## src/rtl/aes_stream_adapter_if.sv

```systemverilog
// aes_stream_adapter_if: valid/ready beat streams between the system bus and the AES stream adapter
interface aes_stream_adapter_if #(parameter int BUS_W = 64);
  logic             in_valid;
  logic             in_ready;
  logic [BUS_W-1:0] in_data;
  logic [BUS_W-1:0] in_key;
  logic             in_mode;
  logic             out_valid;
  logic             out_ready;
  logic [BUS_W-1:0] out_data;
  logic [BUS_W-1:0] out_key;
  logic             out_last;
  modport master (
    output in_valid, in_data, in_key, in_mode, out_ready,
    input  in_ready, out_valid, out_data, out_key, out_last
  );
  modport slave (
    input  in_valid, in_data, in_key, in_mode, out_ready,
    output in_ready, out_valid, out_data, out_key, out_last
  );
endinterface

```

## src/rtl/aes_stream_adapter.sv

```systemverilog
// aes_stream_adapter: assembles BUS_W-bit beats into an AES-128 block/key, runs the core with a timeout,
// and streams result and final round key back out as BUS_W-bit beats under backpressure
module aes_stream_adapter #(
  parameter int BUS_W   = 64,
  parameter int TIMEOUT = 32
) (
  input  logic                 CLK,
  input  logic                 reset,
  aes_stream_adapter_if.slave  s,
  output logic                 core_start,
  output logic                 core_mode,
  output logic [127:0]         core_block,
  output logic [127:0]         core_key,
  input  logic                 core_done,
  input  logic [127:0]         core_result,
  input  logic [127:0]         core_key_out,
  output logic                 busy,
  output logic                 timeout_err
);
  localparam int NBEATS = 128 / BUS_W;
  localparam logic [1:0] LAST = 2'(NBEATS - 1);
  typedef enum logic [1:0] {LOAD, LAUNCH, WAIT, SEND} state_t;
  state_t       state_q;
  logic [1:0]   bcnt_q;
  logic [7:0]   tcnt_q;
  logic [127:0] blk_q, key_q, res_q, rkey_q;
  logic         mode_q, start_q, terr_q, oval_q;
  logic [6:0]   ld_hi;
  assign ld_hi         = 7'(127 - BUS_W * int'(bcnt_q));
  assign s.in_ready    = state_q == LOAD;
  assign s.out_valid   = oval_q;
  assign s.out_data    = res_q[127 -: BUS_W];
  assign s.out_key     = rkey_q[127 -: BUS_W];
  assign s.out_last    = oval_q & (bcnt_q == LAST);
  assign core_start    = start_q;
  assign core_mode     = mode_q;
  assign core_block    = blk_q;
  assign core_key      = key_q;
  assign busy          = state_q != LOAD;
  assign timeout_err   = terr_q;
  // tcnt_q counts cycles elapsed since the core_start cycle; abort is decided in cycle TIMEOUT-1
  always_ff @(posedge CLK) begin
    if (reset) begin
      state_q <= LOAD;
      bcnt_q  <= '0;
      tcnt_q  <= '0;
      blk_q   <= '0;
      key_q   <= '0;
      res_q   <= '0;
      rkey_q  <= '0;
      mode_q  <= 1'b0;
      start_q <= 1'b0;
      terr_q  <= 1'b0;
      oval_q  <= 1'b0;
    end else begin
      start_q <= 1'b0;
      case (state_q)
        LOAD: if (s.in_valid) begin
          blk_q[ld_hi -: BUS_W] <= s.in_data;
          key_q[ld_hi -: BUS_W] <= s.in_key;
          if (bcnt_q == 2'd0) mode_q <= s.in_mode;
          bcnt_q <= bcnt_q == LAST ? 2'd0 : bcnt_q + 2'd1;
          if (bcnt_q == LAST) begin
            state_q <= LAUNCH;
            start_q <= 1'b1;
          end
        end
        LAUNCH: begin
          tcnt_q  <= 8'd1;
          state_q <= WAIT;
        end
        WAIT: begin
          tcnt_q <= tcnt_q + 8'd1;
          if (core_done) begin
            res_q   <= core_result;
            rkey_q  <= core_key_out;
            oval_q  <= 1'b1;
            state_q <= SEND;
          end else if (tcnt_q == 8'(TIMEOUT - 1)) begin
            terr_q  <= 1'b1;
            state_q <= LOAD;
          end
        end
        SEND: if (s.out_ready) begin
          res_q  <= res_q << BUS_W;
          rkey_q <= rkey_q << BUS_W;
          bcnt_q <= bcnt_q == LAST ? 2'd0 : bcnt_q + 2'd1;
          if (bcnt_q == LAST) begin
            oval_q  <= 1'b0;
            state_q <= LOAD;
          end
        end
        default: state_q <= LOAD;
      endcase
    end
  end
endmodule

```

## src/flat_wrapper.sv

```systemverilog
// flat-port wrapper written by rule: the top's interface ports become plain ports
module aes_stream_adapter_flat 
#(
  parameter int BUS_W   = 64,
  parameter int TIMEOUT = 32
)
  (CLK, reset, core_start, core_mode, core_block, core_key, core_done, core_result, core_key_out, busy, timeout_err, s_in_valid, s_in_data, s_in_key, s_in_mode, s_out_ready, s_in_ready, s_out_valid, s_out_data, s_out_key, s_out_last);
  aes_stream_adapter_if #(.BUS_W(BUS_W)) s_i ();
  input  logic CLK;
  input  logic reset;
  output logic core_start;
  output logic core_mode;
  output logic [127:0] core_block;
  output logic [127:0] core_key;
  input  logic core_done;
  input  logic [127:0] core_result;
  input  logic [127:0] core_key_out;
  output logic busy;
  output logic timeout_err;
  input wire logic [$bits(s_i.in_valid)-1:0] s_in_valid;
  input wire logic [$bits(s_i.in_data)-1:0] s_in_data;
  input wire logic [$bits(s_i.in_key)-1:0] s_in_key;
  input wire logic [$bits(s_i.in_mode)-1:0] s_in_mode;
  input wire logic [$bits(s_i.out_ready)-1:0] s_out_ready;
  output wire logic [$bits(s_i.in_ready)-1:0] s_in_ready;
  output wire logic [$bits(s_i.out_valid)-1:0] s_out_valid;
  output wire logic [$bits(s_i.out_data)-1:0] s_out_data;
  output wire logic [$bits(s_i.out_key)-1:0] s_out_key;
  output wire logic [$bits(s_i.out_last)-1:0] s_out_last;
  assign s_i.in_valid = s_in_valid;
  assign s_i.in_data = s_in_data;
  assign s_i.in_key = s_in_key;
  assign s_i.in_mode = s_in_mode;
  assign s_i.out_ready = s_out_ready;
  assign s_in_ready = s_i.in_ready;
  assign s_out_valid = s_i.out_valid;
  assign s_out_data = s_i.out_data;
  assign s_out_key = s_i.out_key;
  assign s_out_last = s_i.out_last;
  aes_stream_adapter #(.BUS_W(BUS_W), .TIMEOUT(TIMEOUT)) u_core (.CLK(CLK), .reset(reset), .s(s_i), .core_start(core_start), .core_mode(core_mode), .core_block(core_block), .core_key(core_key), .core_done(core_done), .core_result(core_result), .core_key_out(core_key_out), .busy(busy), .timeout_err(timeout_err));
endmodule
```

## config.mk

```make
export PLATFORM = sky130hd
export DESIGN_NAME = aes_stream_adapter_flat
export DESIGN_NICKNAME = d
export VERILOG_FILES = /design/src/rtl/aes_stream_adapter_if.sv /design/src/rtl/aes_stream_adapter.sv /design/src/flat_wrapper.sv
export SDC_FILE = /design/constraint.sdc
export NUM_CORES = 1
export LEC_CHECK = 0
export CORE_AREA = 2 2 300 302
export CTS_CLUSTER_DIAMETER = 60
export DETAILED_ROUTE_END_ITERATION = 7
export DIE_AREA = 0 0 302 304
export SLEW_MARGIN = 20
export SYNTH_ARGS = -nofsm -noshare
export SYNTH_HDL_FRONTEND = slang
export SYNTH_SLANG_ARGS = --single-unit
export TNS_END_PERCENT = 30
```

## constraint.sdc

```tcl
create_clock -name CLK -period 2.7 [get_ports CLK]
set_clock_uncertainty 0.1 [all_clocks]
set_input_delay 0.675 -clock CLK [delete_from_list [all_inputs] [get_ports CLK]]
set_output_delay 0.675 -clock CLK [all_outputs]
set_load 0.02 [all_outputs]
```

# Word-level counts from Yosys, hierarchy flattened
# Cells that the tools add are included.
# Widths: inputs -> output; s select.
dict set report word_totals {
  regBits 528
  input_bits 390
  output_inout_bits 391
  elab_cells 72
}
dict set report classes {
  n_addsub 4
  eq_ne 11
  shifts 3
  muxes 25
  bitwise 4
  reduce_logical 14
}
# op count
set op_table {}
lappend op_table {{$mux 128} 4}
lappend op_table {{$pmux 128 s2} 2}
lappend op_table {{$shiftx 64x9->191} 2}
lappend op_table {{$bwmux 128} 2}
lappend op_table {{$shift 64x9->191 const A} 1}
lappend op_table {{$mux 2} 9}
lappend op_table {{$pmux 8 s2} 1}
lappend op_table {{$reduce_and 3->1} 4}
lappend op_table {{$neg 7->9} 1}
lappend op_table {{$add 8x1->8 const B} 1}
lappend op_table {{$eq 8x5->1 const B} 1}
lappend op_table {{$pmux 2 s4} 1}
lappend op_table {{$reduce_bool 2->1} 4}
lappend op_table {{$sub 7x7->7 const A} 1}
lappend op_table {{$ne 2x2->1 const B} 3}
lappend op_table {{$reduce_and 5->1} 1}
lappend op_table {{$eq 2x1->1 const B} 2}
lappend op_table {{$eq 2x2->1 const B} 2}
lappend op_table {{$logic_not 2->1} 2}
lappend op_table {{$mux 1} 4}
lappend op_table {{$ne 2x1->1 const B} 2}
lappend op_table {{$pmux 2 s2} 1}
lappend op_table {{$reduce_and 4->1} 1}
lappend op_table {{$ne 3x2->1 const B} 1}
lappend op_table {{6 further kinds} 8}

# Longest topological paths before layout
dict set report logic_depth {
  depth_word 4
  depth_mapped 9
  depth_no_buf 6
}

# Worst setup path before layout
# No wires, ideal clock.
dict set report synth_path {
  path_kind {register to register}
  startpoint {reg u_core.state_q[0]}
  endpoint {reg u_core.state_q[0]}
  t_arrival_ps 1762
  path_slack_ps 747
  path_stages_with_launch 8
  path_buffers 1
  path_cell_list {dfxtp_1 inv_1 ha_1 buf_2 or2_2 a211oi_2 a21oi_1 a311oi_1}
}
dict set report synth_via {
  elab_chain_len 3
}
# element line
set synth_rtl {}
lappend synth_rtl {{start: declaration} aes_stream_adapter.sv:23} ;# state_t state_q;
lappend synth_rtl {{start signal: assignment} aes_stream_adapter.sv:44} ;# state_q <= LOAD;
lappend synth_rtl {{start signal: assignment} aes_stream_adapter.sv:64} ;# state_q <= LAUNCH;
lappend synth_rtl {{start signal: assignment} aes_stream_adapter.sv:70} ;# state_q <= WAIT;
lappend synth_rtl {{$logic_not 2->1 *} --}
lappend synth_rtl {{named net s_in_ready} flat_wrapper.sv:25} ;# output wire logic [$bits(s_i.in_ready)-1:0] s_in_ready;
lappend synth_rtl {{$ne 2x1->1 (no source line) / $ne 2x2->1 (equally long branches)} --}
lappend synth_rtl {{$reduce_and 5->1 (no source line)} --}
# The timed path passes the listed nets; every way through them passes the cells marked *.
# A chain may end at the register's enable or synchronous reset.

# Final worst setup path
dict set report layout_path {
  startpoint {reg u_core.state_q[1]}
  endpoint {out s_in_ready}
}
dict set report layout_via {
  elab_chain_len 1
}
# element line
set layout_rtl {}
lappend layout_rtl {{$logic_not 2->1} aes_stream_adapter.sv:30} ;# assign s.in_ready = state_q == LOAD;
lappend layout_rtl {{end: declaration} flat_wrapper.sv:25}
# Every way passes these cells.

==> out/results.txt <==
The run finished with clean final reports. The clock root buffer was sky130_fd_sc_hd__clkbuf_16. The maximum clock rate came out at 0.3865 GHz.

The number of failing hold endpoints at the final stage came out at 0. After clock tree synthesis, the clock-pin slew on the worst setup and hold paths is 0.06 ns. For this run, the detailed router's first-pass iteration total came to 5.

Setup repair after global routing left no endpoint under its margin. The run gives 0.1620 ns as the minimum setup slack after placement. In this run the remaining antenna-violating nets after routing total 0. The run gives 1,194 as the number of DRC markers after the initial detailed-route iteration. The number of nets in the synthesized netlist is 2,722. For the final cell count without fillers, the log shows 4,190. The post-route netlist has 6.974% of its cells at a drive strength greater than 1. Synthesized netlist cell count: 2,328.

The most used flip-flop cell after synthesis is sky130_fd_sc_hd__dfxtp_1. The latest clock arrival within the worst-skew pair was 0.61 ns; the die boundary height was 304 µm. The run gives 1.81 ns as the arrival time of data at the critical path endpoint. The reg2reg setup slack was 0.51 ns.

The logs give 0.03106 mm² for the design area and 10.53 nW for the static power due to leakage. The number of rows in the core area was 110. The library cells used most frequently in the layout, excluding fill and tap cells, are sky130_fd_sc_hd__clkdlybuf4s50_1 (776), sky130_fd_sc_hd__dfxtp_1 (527), sky130_fd_sc_hd__nand2_1 (517). The run gives 18,050 as the via count of the first global-routing pass. Setup total negative slack on the finished layout was measured at 0 ns. The run gives 0.08905 mm² as the core region area. For this design, the CTS-stage hold fixing added 0 buffers. At the worst endpoint, the required time is 1.92 ns.

The tools report the area after detailed placement as 0.02875 mm². The tree built by TritonCTS fans out to 528 sinks. The detail-routed via count per cell came out at 4.394. Kind of end point of the critical path: an output pin. Setup violations remaining at the end of the flow were counted as 0. The least setup slack across all paths after layout is 0.1126 ns, and the number of pins exceeding their max-slew limit in the final report is 0. The fraction of synthesis flops using an asynchronous set or reset pin works out to 0%.

The final RePlAce weighted congestion is 0.8468. The critical hold path startpoint was u_core.core_key[119]$_SDFFE_PP0P_. At the pin with the least slew margin, the transition time is 0.5593 ns. Measured in cells, the most critical reg-to-reg path has a length of 7.

The number of buffers inserted by post-CTS setup repair is 0. For the number of unique standard cell types used by synthesis, the log shows 34. The routed design could run at a clock period as short as 2.587 ns. The tool flagged a number of max-cap violations equal to 0. The startpoint identified for the worst register-to-register timing path is u_core.state_q[0]$_SDFFE_PP0P_. Along the worst path, the maximum fanout reaches 4. Post-synthesis average cell area: 8.649 µm².

The post-layout total power was 27.34 mW; the smallest hold slack was 0.3505 ns. Wires add up to 80,420 µm. The worst hold path terminates at u_core.core_key[119]$_SDFFE_PP0P_.

For the overflow left after global routing, the log shows 0. The synthesized netlist occupies a cell area of 0.02013 mm². The clock tree synthesis step divided the H-tree into 3 levels. Buffers inserted during clock tree synthesis total 67. The die covers 0.09181 mm².

The worst slew margin relative to its limit was 62.71%. The die width was 302 µm; the number of flops mapped to enable cells by yosys was 0. The critical path start-end classification is reg2out.

The quantity of I/O buffers inserted on ports came out at 780. The initial utilization of the core area, before any placement, comes to 22.61%. Dividing the detail-routed wire length by the instance count gives 19.19 µm. The tools report the count of vias placed by the detailed router as 18,410.

No sink is reached through more buffers than the 3 on the longest clock path. TritonCTS built the clock tree. After synthesis the netlist holds a flip-flop and latch count of 528. STA classifies the critical path startpoint as a flop. The number of placed I/O pins came out at 781. Global routing used 16.80% of the available tracks across all layers.

The sequential-to-total area share from yosys stat was 52.50%. The post-layout net count came out at 3,340. For the worst supply voltage drop on vdd, the log shows 0.6068 mV. For this design the ratio of total power to cell area is 880.4 mW/mm². The first global-routing pass estimated 116,200 µm of wire.

The logs give 0 for the final routed DRC violation total and 91 for the largest net degree at the start of global routing. Cells fill 34.88% of the core in the end. Along the worst hold path, the cell count comes to 2. In the finished design, the share of the clock period the worst path needs comes to 95.83%. The tools report the number of antenna violations at the first check in global routing as 22. The leading cell type in the layout, fill and taps excluded is sky130_fd_sc_hd__clkdlybuf4s50_1.

The post-synthesis to final-layout area growth is 54.24%. The terminus of the critical flop-to-flop path was u_core.state_q[0]$_SDFFE_PP0P_. For the cell count after placement, the log shows 4,053. The class of the tightest hold or removal check is reg2reg. The HPWL after detailed placement is 59,290 µm.

During synthesis, Yosys emitted a total of 0 warnings.
worst max path at each step:
stage	slack [ns]	endpoint	startpoint	cells past startpoint
6_report	0.11	s_in_ready	u_core.state_q[1]$_SDFFE_PP0P_	3
5_1_grt	0.0003	s_in_ready	u_core.state_q[1]$_SDFFE_PP0P_	3
3_5_place_dp	0.16	u_core.s.out_valid$_SDFFE_PP0P_	s_out_ready	6
3_3_place_gp	0.17	u_core.s.out_valid$_SDFFE_PP0P_	s_out_ready	6
4_1_cts	0.04	s_in_ready	u_core.state_q[0]$_SDFFE_PP0P_	3
2_1_floorplan	0.75	u_core.state_q[0]$_SDFFE_PP0P_	u_core.state_q[0]$_SDFFE_PP0P_	7
routing by layer:
layer	wire, µm	track usage (%)
met5	28	0
met4	2510	6.758
met3	8571	7.025
met2	37110	27.05
met1	32200	19.63
report_power, final:
group | internal, mW | switching (mW)
sequential | 8.97 | 0.639
combinational | 3.81 | 4.82
clock | 5.47 | 3.63
total | 18.2 | 9.09
area by class of cell:
type / instances / area, µm²
Antenna cell: 17 / 42.54
Fill cell: 9060 / 57990
Inverter: 5 / 18.77
Tap cell: 1176 / 1471
Timing Repair Buffer: 864 / 8817
Multi-Input combinational cell: 1480 / 7874
Clock buffer: 94 / 1982
Clock inverter: 26 / 279.0
Sequential cell: 528 / 10570
kinds of logic after synthesis:
group	count (synthesis)	synth area share [%]
adder cells (fa/ha/maj)	4	0.2486
XOR/XNOR	5	0.2175
AO/OA/AOI/OAI	529	16.45
multiplexers	130	6.463
AND/OR/NAND/NOR	812	15.45
buffers and inverters	320	8.675
flip-flops	528	52.50
registers in the layout (all words and copies together) (netlist names):
name                count
u_core.bcnt_q           2
u_core.core_block     128
u_core.tcnt_q           8
u_core.s.out_valid      1
u_core.core_mode        1
u_core.timeout_err      1
u_core.core_start       1
u_core.rkey_q         128
u_core.core_key       128
u_core.res_q          128
u_core.state_q          2
worst max-delay path, stage by stage (launching register included):
cell                            delay [ns]
sky130_fd_sc_hd__dfxtp_1              0.35
sky130_fd_sc_hd__inv_1                0.11
sky130_fd_sc_hd__ha_1                 0.31
sky130_fd_sc_hd__dlygate4sd2_1        0.44
cells in the mapped netlist, types with 4 or more instances:
cell type                  count  area share (%)
sky130_fd_sc_hd__buf_4       128             4.8
sky130_fd_sc_hd__clkbuf_1    125             2.3
sky130_fd_sc_hd__dfxtp_1     528              52
sky130_fd_sc_hd__ha_1          4            0.25
sky130_fd_sc_hd__nand4_1       4            0.12
sky130_fd_sc_hd__buf_2        46             1.1
sky130_fd_sc_hd__inv_1         5           0.093
sky130_fd_sc_hd__a211oi_1    128             4.8
sky130_fd_sc_hd__o21ai_0       4           0.099
sky130_fd_sc_hd__a22oi_1     128             4.8
sky130_fd_sc_hd__xor2_1        4            0.17
sky130_fd_sc_hd__mux2i_1     130             6.5
sky130_fd_sc_hd__nand2_1     517             9.6
sky130_fd_sc_hd__a21oi_1     263             6.5
sky130_fd_sc_hd__buf_1        15            0.28
sky130_fd_sc_hd__nor2_1      271             5.1
what timing repair did:
action / in CTS / in global routing
gates resized for setup: 6 / 0
hold endpoints to repair: 0 / 0
endpoints found under the setup margin: 3 / 0
Note: power is estimated with default switching activity, not from simulation.
